### src/rtl/divisibility_by7_tx.sv
`default_nettype none
// +----------------------------------------------------------------------------+
// | Module      : divisibility_by7_tx                                           |
// | Description : Mod-7 residue link transmitter. Serializes a DATA_W-bit word  |
// |               MSB-first and appends a 3-bit check field so the whole frame, |
// |               read as an unsigned number, is divisible by 7.                |
// | Options     : DIV7_TX_CHECK_EN - build the CHECK phase. When undefined the  |
// |               block is a plain MSB-first serializer whose rem output ends   |
// |               each frame at D mod 7.                                        |
// | Revision    : 1.0 - initial release                                         |
// +----------------------------------------------------------------------------+
module divisibility_by7_tx #(
   parameter int DATA_W = 8
) (
   input  logic              clk,
   input  logic              rst_n,
   input  logic              load,
   input  logic [DATA_W-1:0] din,
   output logic              ready,
   output logic              sout,
   output logic              sout_valid,
   output logic              done,
   output logic [2:0]        rem
);

   // Counter must reach DATA_W-1 in DATA and 2 in CHECK.
   localparam int CNT_W = ($clog2(DATA_W + 1) > 2) ? $clog2(DATA_W + 1) : 2;
   localparam logic [CNT_W-1:0] LAST_DATA  = CNT_W'(DATA_W - 1);
`ifdef DIV7_TX_CHECK_EN
   localparam logic [CNT_W-1:0] LAST_CHECK = CNT_W'(2);
`endif

   typedef enum logic [1:0] {
      IDLE  = 2'd0,
      DATA  = 2'd1,
      CHECK = 2'd2
   } state_t;

   state_t              state_q, state_d;
   logic [DATA_W-1:0]   shreg_q, shreg_d;
   logic [CNT_W-1:0]    cnt_q,   cnt_d;
   logic [2:0]          rem_q,   rem_d;
`ifdef DIV7_TX_CHECK_EN
   logic [2:0]          chk_q,   chk_d;
`endif
   logic                bit_out;
   logic                bit_valid;
   logic                frame_last;

   // One step of the residue recurrence: (2*r + b) mod 7, kept inside 0..6.
   function automatic logic [2:0] mod7_step(input logic [2:0] r, input logic b);
      logic [3:0] t;
      t = {r, 1'b0} + {3'b000, b};
      if (t >= 4'd7) begin
         t = t - 4'd7;
      end
      return t[2:0];
   endfunction

`ifdef DIV7_TX_CHECK_EN
   // Check value that drives the residue to zero after three more bits:
   // 8*r + c == 0 (mod 7)  <=>  c == -r (mod 7).
   function automatic logic [2:0] check_of(input logic [2:0] r);
      return (r == 3'd0) ? 3'd0 : (3'd7 - r);
   endfunction
`endif

   // Next-state, datapath update and bit emission for the current cycle.
   always_comb begin
      state_d    = state_q;
      shreg_d    = shreg_q;
      cnt_d      = cnt_q;
      rem_d      = rem_q;
`ifdef DIV7_TX_CHECK_EN
      chk_d      = chk_q;
`endif
      bit_out    = 1'b0;
      bit_valid  = 1'b0;
      frame_last = 1'b0;

      case (state_q)
         IDLE: begin
            // Acceptance handled below together with the end-of-frame case.
         end
         DATA: begin
            bit_valid = 1'b1;
            bit_out   = shreg_q[DATA_W-1];
            shreg_d   = shreg_q << 1;
            cnt_d     = cnt_q + CNT_W'(1);
            rem_d     = mod7_step(rem_q, bit_out);
            if (cnt_q == LAST_DATA) begin
`ifdef DIV7_TX_CHECK_EN
               cnt_d   = '0;
               chk_d   = check_of(rem_d);
               state_d = CHECK;
`else
               frame_last = 1'b1;
`endif
            end
         end
`ifdef DIV7_TX_CHECK_EN
         CHECK: begin
            bit_valid = 1'b1;
            bit_out   = chk_q[2];
            chk_d     = {chk_q[1:0], 1'b0};
            cnt_d     = cnt_q + CNT_W'(1);
            rem_d     = mod7_step(rem_q, bit_out);
            if (cnt_q == LAST_CHECK) begin
               frame_last = 1'b1;
            end
         end
`endif
         default: begin
            state_d = IDLE;
         end
      endcase

      // A new frame may start from IDLE or directly after the last bit,
      // which gives gap-free back-to-back frames.
      if (load && ((state_q == IDLE) || frame_last)) begin
         shreg_d = din;
         cnt_d   = '0;
         rem_d   = 3'd0;
         state_d = DATA;
      end else if (frame_last) begin
         cnt_d   = '0;
         state_d = IDLE;
      end
   end

   // State and datapath registers; reset abandons any frame in progress.
   always_ff @(posedge clk or negedge rst_n) begin
      if (!rst_n) begin
         state_q <= IDLE;
         shreg_q <= '0;
         cnt_q   <= '0;
         rem_q   <= 3'd0;
`ifdef DIV7_TX_CHECK_EN
         chk_q   <= 3'd0;
`endif
      end else begin
         state_q <= state_d;
         shreg_q <= shreg_d;
         cnt_q   <= cnt_d;
         rem_q   <= rem_d;
`ifdef DIV7_TX_CHECK_EN
         chk_q   <= chk_d;
`endif
      end
   end

   assign ready      = (state_q == IDLE) || frame_last;
   assign sout       = bit_out;
   assign sout_valid = bit_valid;
   assign done       = frame_last;
   assign rem        = rem_q;

endmodule
`default_nettype wire

### config.mk
export PLATFORM = sky130hd
export DESIGN_NAME = divisibility_by7_tx
export DESIGN_NICKNAME = d
export VERILOG_FILES = /design/src/rtl/divisibility_by7_tx.sv
export SDC_FILE = /design/constraint.sdc
export NUM_CORES = 1
export LEC_CHECK = 0
export BUFFER_PORTS_ARGS = -buffer_cell sky130_fd_sc_hd__buf_2
export CAP_MARGIN = 10
export CORE_MARGIN = 1.5
export CORE_UTILIZATION = 34
export DETAILED_ROUTE_END_ITERATION = 10
export GPL_ROUTABILITY_DRIVEN = 0
export SYNTH_ARGS = -nofsm -noshare
export SYNTH_HDL_FRONTEND = slang
export SYNTH_SLANG_ARGS = --single-unit
### constraint.sdc
create_clock -name clk -period 1.5 [get_ports clk]
set_input_delay 0.3 -clock clk [delete_from_list [all_inputs] [get_ports clk]]
set_output_delay 0.3 -clock clk [all_outputs]
set_load 0.1 [all_outputs]
==> out/qor.yml, run 1 <==
outcome: "finished, violations left"
violations: "setup timing"
layout-drive-gt1-share_pct: 52.8
cpMaxStageDelayCell: "dfrtp_1"
async_reset_ff_share_pct: 100
relSlewSlack_pct: 67.9
p_int_mw: 1.46
start_util_pct: 37.1
combPwrFrac_pct: 62.2
timing.final.ws_setup_ps: -150
syn_nets: 94
vias_per_cell: 5.31
crit_path_end_kind: "output port"
core_area_um2: 2540
yosysSeqAreaShare_pct: 42.4
max_freq_mhz: 606
period_share_pct: 110
netlist.area_leader.share_pct: 42.4
setup_viol: 2
finClkSkew_ps: 7.55
place_worst_setup_slack_ps: 4.81
fin_crit_ps: 1650
ys_types: 32
p_total_mw: 2.78
crit_fanout: 2
clk_pin_slew_ps: 80
routed_wl_um: 2050
detail-route-antenna-nets: 0
synth_edf_count: 0
hp-class: "in -> reg"
dr.pass1.iters: 4
dpl.hpwl_um: 1340
cts-root-buf: "clkbuf_4"
crit_arrival_ps: 1350
vias: 733
cpPeakStageDelay_ps: 410
grt_pass1_vias: 720
rsz0062_at_grt: "true"
yosysTopAreaCell: "dfrtp_1"
hold_ws_ps: 261
clk_latency_ps: 280
crit_chain: "ha_4 > nand2_4 > nor3b_4 > buf_12"
hold_viol_final: 0
startpoint_type: "flip-flop"
die_y_um: 55.7
syn_avg_cell_area_um2: 11.6
seqPwrFrac_pct: 29.4
p_sw_mw: 1.32
route.detailed.drc: 0
swShare_pct: 47.4
dr.first_iter.drc_count: 14
worst_pin_slew_ps: 484
synth-main-ff-cell: "dfrtp_1"
diodes: 0
max-clock-path-buffers: 2
dieWidth_um: 55.7
clock-sinks: 16
syn_inst: 81
crit_family: "flip-flops"
drt-wirelength-per-cell_um: 14.8
io_buffer_count: 17
synth_area_leaders: "dfrtp_1 42%, o221a_1 8.4%, a211o_2 7.4%, and2b_2 6.5%, buf_6 3.6%"
dieArea_um2: 3100
grt_start_max_net_pins: 17
required_ps: 1200
cts_tree: "yes"
grt_pass1_wl_um: 3420
cp.buffers_inverters: 1
slew_viol_final: 0
area_growth_pct: 31.7
antenna_found_initial: 0
critPathKind: "reg -> out"
grt-ovfl-total: 0
synth-seq-cells: 16
cts-htree-levels: 1
leakage_nw: 0.606
p_per_area_nw_per_um2: 2240
power.share.clock_pct: 8.4
rows: 18
cts-buffers-inserted: 3
finalNetCount: 122
ys_warn_count: 0
io_pins: 18
drv_cap: 0
track_usage_pct: 13.9
synth_area_um2: 943
ir_worst_vdd_uv: 1230
-- sequential cells by signal (all words and copies together) (netlist names) --
name and flops:
cnt_q 4, state_q 1, shreg_q 8, rem 3
-- cell families after synthesis --
logic type	count (synthesis)	share of synthesized area, %
AO/OA/AOI/OAI	27	25.6
adder cells (fa/ha/maj)	2	2.65
buffers and inverters	8	7.56
flip-flops	16	42.4
multiplexers	4	4.51
AND/OR/NAND/NOR	24	17.2
-- layer usage --
metal	wire [um]	global-route usage [%]
met5	0	0
met4	24	5.23
met3	74	2.56
met2	983	22.3
met1	963	18.6
-- layout by cell type, fill, tap and decap left out, drive strengths merged --
cell type,n
o21ai,4
a31o,1
nand4b,1
o21a,1
nor3b,2
o21bai,1
and2b,7
mux2,2
a22oi,1
nand3,2
clkbuf,4
mux2i,2
and2,2
dfrtp,16
nand2,3
o221a,7
a22o,1
o22ai,1
buf,28
dlygate4sd3,1
inv,2
a21oi,1
nor2,3
o211a,1
o211ai,1
and3b,1
nand2b,2
a211o,7
ha,2
nor2b,1
-- layout make-up --
type                            instances  area, um^2
Multi-Input combinational cell         57         520
Inverter                                2        7.51
Tap cell                               30        37.5
Fill cell                             253        1300
Sequential cell                        16         409
Timing Repair Buffer                   29         241
Clock buffer                            4        26.3
-- stage by stage --
step	area (um^2)	setup TNS, ps	cells	util [%]
finish	1240	-266	138	48.8
detailed placement	1130	0	127	44.4
floorplan	977	-753	81	-
global placement	1130	0	127	44.4
CTS	1230	-265	138	48.3
global route	1240	-451	138	48.8
-- cell usage after synthesis (2+ instances only) --
library cell and instances:
nand3_1 2, mux2i_1 2, ha_1 2, nand2_1 3
and2_4 2, buf_6 3, dfrtp_1 16, inv_1 2
and2b_2 7, nor3b_1 2, o21ai_1 3, buf_4 2
o221a_1 7, a211o_2 7, nor2_1 3, nand2b_1 2
-- final timing paths --
kind                             from  slack [ps]  cells after the start    endpoint
min in group asynchronous       rst_n         450                      2  shreg_q[5]
hold reg to reg            shreg_q[3]         580                      1  shreg_q[4]
hold / removal                 din[0]         260                      2  shreg_q[0]
setup reg to reg           state_q[0]          40                      4  shreg_q[5]
setup / recovery             cnt_q[0]        -150                      4        done
max in group asynchronous       rst_n         750                      2      rem[0]
-- power by group through the flow --
stage | Sequential, mW | Clock (mW) | Combinational [mW]
3_5_place_dp | 0.831 | 0 | 1.53
4_1_cts | 0.800 | 0.241 | 1.70
5_1_grt | 0.844 | 0.262 | 1.85
3_3_place_gp | 0.824 | 0 | 1.50
2_1_floorplan | 1.07 | 0 | 0.958
6_report | 0.817 | 0.234 | 1.73
-- repair_timing --
item,4_1_cts,5_1_grt
pin swaps,1,4
hold buffers,1,0
endpoints found under the hold margin,16,0
gates resized for setup,4,2
endpoints found under the setup margin,4,10
buffers inserted,6,1
Power figures use the tool's default switching activity.
==> inputs of run 2 (changes only) <==
--- a/config.mk
+++ b/config.mk
@@ -5,10 +5,12 @@
 export SDC_FILE = /design/constraint.sdc
 export NUM_CORES = 1
 export LEC_CHECK = 0
+export ABC_AREA = 1
 export BUFFER_PORTS_ARGS = -buffer_cell sky130_fd_sc_hd__buf_2
 export CAP_MARGIN = 10
 export CORE_MARGIN = 1.5
 export CORE_UTILIZATION = 34
+export CTS_CLUSTER_SIZE = 16
 export DETAILED_ROUTE_END_ITERATION = 10
 export GPL_ROUTABILITY_DRIVEN = 0
 export SYNTH_ARGS = -nofsm -noshare
==> constraint.sdc (replaced) <==
create_clock -name clk -period 1.5 [get_ports clk]
set_input_delay 0 -clock clk [delete_from_list [all_inputs] [get_ports clk]]
set_output_delay 0 -clock clk [all_outputs]
set_load 0.1 [all_outputs]
==> out/qor.yml, run 2 <==
final_common_cell: "nand2_1"
crit_family: "flip-flops"
syn_avg_cell_area_um2: 8.44  # -28%
cp.buffers_inverters: 2  # +1
fill_cells: 235  # -7.1%
drt-wirelength-per-cell_um: 11.3  # -24%
setup_viol: 0  # -2
p_total_mw: 2.40  # -14%
finalInstanceArea_um2: 1110  # -11%
syn_nets: 110  # +17%
cts-buffers-inserted: 3  # unchanged
area_growth_pct: 35.6
dieWidth_um: 52.1  # -6.5%
synth-seq-cells: 16  # unchanged
max_freq_mhz: 685  # +13%
layout.cells.most_common_list: "36 x nand2_1, 15 x nand3_1, 15 x buf_2"
period_share_pct: 97.3  # -13 points
yosysSeqAreaShare_pct: 48.9  # +6.5 points
critPathKind: "reg -> out"
top_register: "shreg_q"
ys_warn_count: 0  # unchanged
vias: 721  # -1.6%
multi_input_area_um2: 367  # -30%
grt-ovfl-total: 0  # unchanged
core_area_um2: 2230  # -12%
grt_pass1_wl_um: 2970  # -13%
cpMaxStageDelayCell: "dfrtp_1"
synth.most_common_cell: "nand2_1"
grt_start_max_net_pins: 17  # unchanged
antenna_found_initial: 0  # unchanged
regArea_um2: 405  # -0.92%
drv_cap: 0  # unchanged
largest_reg_flops: 8  # unchanged
leakage_nw: 0.579  # -4.4%
netlist.area_leader.share_pct: 48.9  # +6.5 points
route.detailed.drc: 0  # unchanged
utilization_pct: 49.7  # +0.87 points
finClkSkew_ps: 6.28  # -1.27 ps
dr.first_iter.drc_count: 7  # -7
cts-htree-levels: 1  # unchanged
grt_pass1_vias: 673  # -6.5%
place_worst_setup_slack_ps: 116  # +112 ps
rsz0062_at_grt: "true"
layout-drive-gt1-share_pct: 30.2  # -23 points
hp-class: "in -> reg"
vias_per_cell: 4.59  # -14%
io_pins: 18  # unchanged
p_per_area_nw_per_um2: 2160  # -3.5%
dpl.hpwl_um: 1220  # -8.8%
routed_wl_um: 1770  # -14%
cpPeakStageDelay_ps: 380  # -30 ps
crit_path_end_kind: "output port"
fin_tns_setup_ps: 0  # +266 ps
async_reset_ff_share_pct: 100  # unchanged
yosys-top-cells-count: "37 x nand2_1, 16 x dfrtp_1, 15 x nand3_1"
yosysTopAreaCell: "dfrtp_1"
timing.final.ws_setup_ps: 40.8  # +191 ps
clk_latency_ps: 280  # about the same
syn_inst: 97  # +20%
dieArea_um2: 2710  # -13%
slew_viol_final: 0  # unchanged
crit_fanout: 3  # +1
fin_crit_ps: 1460  # -191 ps
synth_area_um2: 818  # -13%
io_buffer_count: 17  # unchanged
start_util_pct: 36.6  # -0.43 points
max-clock-path-buffers: 2  # unchanged
synth_edf_count: 0  # unchanged
diodes: 0  # unchanged
startpoint_type: "flip-flop"
relSlewSlack_pct: 67.9  # about the same
crit_chain: "ha_2 > nand3b_1 > buf_4 > nor2_4 > buf_12"
rows: 17  # -1
outcome: "finished, final reports clean"
ys_types: 18  # -44%
synth_area_leaders: "dfrtp_1 49%, nand2_1 17%, nand3_1 9.2%, ha_1 3.1%, buf_6 2.8%"
crit_arrival_ps: 1460  # +110 ps
finalNetCount: 143  # +17%
finalNonFillerCells: 157  # +14%
die_y_um: 52.1  # -6.5%
clk_pin_slew_ps: 90  # about the same
dp.cells: 142  # +12%
worst_pin_slew_ps: 485  # +0.927 ps
clock-sinks: 16  # unchanged
dr.pass1.iters: 4  # unchanged
dpl-instance-area_um2: 968  # -14%
cts_tree: "yes"
detail-route-antenna-nets: 0  # unchanged
required_ps: 1500  # +300 ps
hold_viol_final: 0  # unchanged
cts-root-buf: "clkbuf_4"
ir_worst_vdd_uv: 1410  # +14%
synth-main-ff-cell: "dfrtp_1"
track_usage_pct: 15.4  # +1.5 points
hold_ws_ps: 66.6  # -194 ps
run 2: what timing repair did:
| item | CTS | global route |
|---|---|---|
| setup endpoints to repair | 1 | 2 |
| setup buffers | 2 | 0 |
| endpoints found under the hold margin | 24 | 0 |
| hold buffers | 9 | 0 |
| gates resized for setup | 2 | 1 |
| pin swaps | 1 | 0 |
run 2: routing by layer:
layer | vias to the layer above | wire [um] | global-route usage [%]
li1 | 373 | - | -
met1 | 327 | 830 | 20.1
met2 | 17 | 840 | 24.3
met3 | 4 | 62 | 2.01
met4 | 0 | 34 | 9.21
met5 | - | 0 | 0
run 2: cell type report:
class | count | area share [%]
Sequential cell | 16 | 36.5
Tap cell | 28 | 3.16
Multi-Input combinational cell | 70 | 33.0
Timing Repair Buffer | 32 | 22.5
Clock buffer | 4 | 2.37
Inverter | 7 | 2.37
run 2: cells by family (layout without fill, tap and decap cells):
| kind of cell | Yosys count | after routing | share of synthesized area [%] |
|---|---|---|---|
| simple gates | 59 | 59 | 32.3 |
| compound gates | 7 | 7 | 5.20 |
| flops | 16 | 16 | 48.9 |
| buf+inv | 11 | 43 | 8.41 |
| fa+ha+maj | 2 | 2 | 3.06 |
| xor+xnor | 2 | 2 | 2.14 |
run 2: final timing paths:
path                            slack [ps]          to  depth (start not counted)  startpoint
min in group asynchronous              150    cnt_q[2]                          2       rst_n
worst min-delay path                    70  state_q[0]                          3        load
worst max register to register         230  shreg_q[2]                          6    cnt_q[1]
max in group asynchronous             1060  state_q[0]                          2       rst_n
worst min register to register         490  shreg_q[5]                          2  shreg_q[4]
worst max-delay path                    40        done                          5    cnt_q[1]
run 2: where the power goes:
group	internal, mW	switching (mW)	total, mW
combinational	0.436	0.970	1.41
clock	0.103	0.133	0.236
sequential	0.615	0.139	0.754
total	1.15	1.24	2.40
run 2: worst register-to-register path: cells and delay by family, from the launching register on:
family                   cells  cell delay (ps)
adder cells (fa/ha/maj)      1              190
buffers and inverters        1              170
flip-flops                   1              410
AND/OR/NAND/NOR              4              380
==> inputs of run 3 (changes only) <==
==> constraint.sdc (replaced) <==
create_clock -name clk -period 1.3 [get_ports clk]
set_input_delay 0 -clock clk [delete_from_list [all_inputs] [get_ports clk]]
set_output_delay 0 -clock clk [all_outputs]
set_load 0.1 [all_outputs]
==> out/qor.yml, run 3 (synthesis results as in run 2) <==
clk_latency_ps: 290  # about the same
layout-drive-gt1-share_pct: 36.6  # +6.3 points
io_pins: 18  # unchanged
rsz0062_at_grt: "true"
vias_per_cell: 4.57  # -0.53%
area_growth_pct: 50.6
antenna_found_initial: 0  # unchanged
rrSetupSlack_ps: -100  # -330 ps
worst_pin_slew_ps: 488  # +2.67 ps
hold_viol_final: 0  # unchanged
grt_start_max_net_pins: 17  # unchanged
route.detailed.drc: 0  # unchanged
core_area_um2: 2230  # unchanged
violations: "setup timing"
largest_reg_flops: 8  # unchanged
crit_arrival_ps: 1460  # about the same
drv_cap: 0  # unchanged
start_util_pct: 36.6  # unchanged
top_register: "shreg_q"
clk_pin_slew_ps: 100  # about the same
crit_path_end_kind: "output port"
layout.cells.most_common_list: "35 x nand2_1, 15 x nand3_1, 14 x buf_2"
max_freq_mhz: 686
fin_crit_ps: 1460
track_usage_pct: 15.5  # +0.11 points
detail-route-antenna-nets: 0  # unchanged
r2r_cells: 8  # +2
hold_ws_ps: 72.3  # +5.74 ps
startpoint: "cnt_q[1]"
finalNetCount: 148  # +3.5%
startpoint_type: "flip-flop"
max-clock-path-buffers: 2  # unchanged
cts-buffers-inserted: 3  # unchanged
crit_fanout: 9  # +6
crit_end: "ready"
dieWidth_um: 52.1  # unchanged
cts-root-buf: "clkbuf_4"
rows: 17  # unchanged
reg2reg_from: "cnt_q[1]"
dr.pass1.iters: 4  # unchanged
clock-sinks: 16  # unchanged
io_buffer_count: 17  # unchanged
grt-ovfl-total: 0  # unchanged
final_common_cell: "nand2_1"
finClkSkew_ps: 6.71  # +0.423 ps
routed_wl_um: 1970  # +12%
cts-htree-levels: 1  # unchanged
ir_worst_vdd_uv: 1530  # +8.7%
finalInstanceArea_um2: 1230  # +11%
dpl.hpwl_um: 1220  # -0.69%
p_per_area_nw_per_um2: 2510  # +16%
critPathKind: "reg -> out"
hp-class: "in -> reg"
leakage_nw: 0.609  # +5.1%
r2r_end: "shreg_q[5]"
dpl-instance-area_um2: 1030  # +6.1%
required_ps: 1300  # -200 ps
vias: 740  # +2.6%
cts_tree: "yes"
utilization_pct: 55.2  # +5.5 points
outcome: "finished, violations left"
diodes: 0  # unchanged
period_share_pct: 112
grt_pass1_vias: 705  # +4.8%
setup_viol: 7  # +7
slew_viol_final: 0  # unchanged
relSlewSlack_pct: 67.7  # -0.18 points
fin_tns_setup_ps: -686  # -686 ps
drt-wirelength-per-cell_um: 12.2  # +8.3%
die_y_um: 52.1  # unchanged
grt_pass1_wl_um: 3040  # +2.3%
fill_cells: 214  # -8.9%
dieArea_um2: 2710  # unchanged
timing.final.ws_setup_ps: -157  # -198 ps
dr.first_iter.drc_count: 11  # +4
==> run 3: per-stage QoR <==
stage / power [mW] / std cells / worst slack [ps]
global placement: 2.53 / 144 / -25.6
detailed placement: 2.57 / 144 / -78.9
finish: 3.09 / 162 / -157
CTS: 2.95 / 157 / -232
floorplan: 2.17 / 97 / -17.5
global route: 3.30 / 162 / -213
==> run 3: power breakdown <==
group	internal, mW	leakage [nW]	total [mW]	switching, mW
Sequential	0.720	0.199	0.912	0.192
Clock	0.171	0.0210	0.331	0.160
Combinational	0.658	0.389	1.85	1.19
==> run 3: timing repair <==
| item | CTS | global route |
|---|---|---|
| endpoints found under the setup margin | 14 | 14 |
| setup buffers | 0 | 4 |
| pin swaps | 0 | 2 |
| hold buffers | 9 | 0 |
| gates resized for setup | 2 | 5 |
| gates cloned | 0 | 1 |
| hold endpoints to repair | 24 | 0 |
==> run 3: worst max-delay path: stages (launching register included) <==
cell and delay [ps]:
dfrtp_1 390, ha_2 190, buf_6 110, nand3b_1 80, buf_4 140, nand2_8 70
buf_12 170
==> run 3: worst min path at each step <==
stage	from	endpoint	slack, ps	cells after the start
after floorplan	rst_n	cnt_q[0]	-300	0
after global placement	rst_n	cnt_q[2]	-60	1
after detailed placement	rst_n	cnt_q[2]	-60	1
after CTS	load	state_q[0]	30	3
after global routing	load	state_q[0]	90	3
final	load	state_q[0]	70	3
==> run 3: cell type report <==
type	count	area [um^2]	share of cell area [%]
tap	28	35.0	2.84
inverter	7	30.0	2.44
timing repair buffer	36	299	24.3
sequential	16	410	33.3
clock buffer	4	36.3	2.94
multi-input combinational	71	422	34.2
==> run 3: layer usage <==
metal  global-route usage, %  wire [um]  up-vias
met3                    4.60         92        4
met4                    5.26         22        0
li1                        -          -      388
met5                       0          0        -
met2                    25.9       1000       18
met1                    18.9        856      330
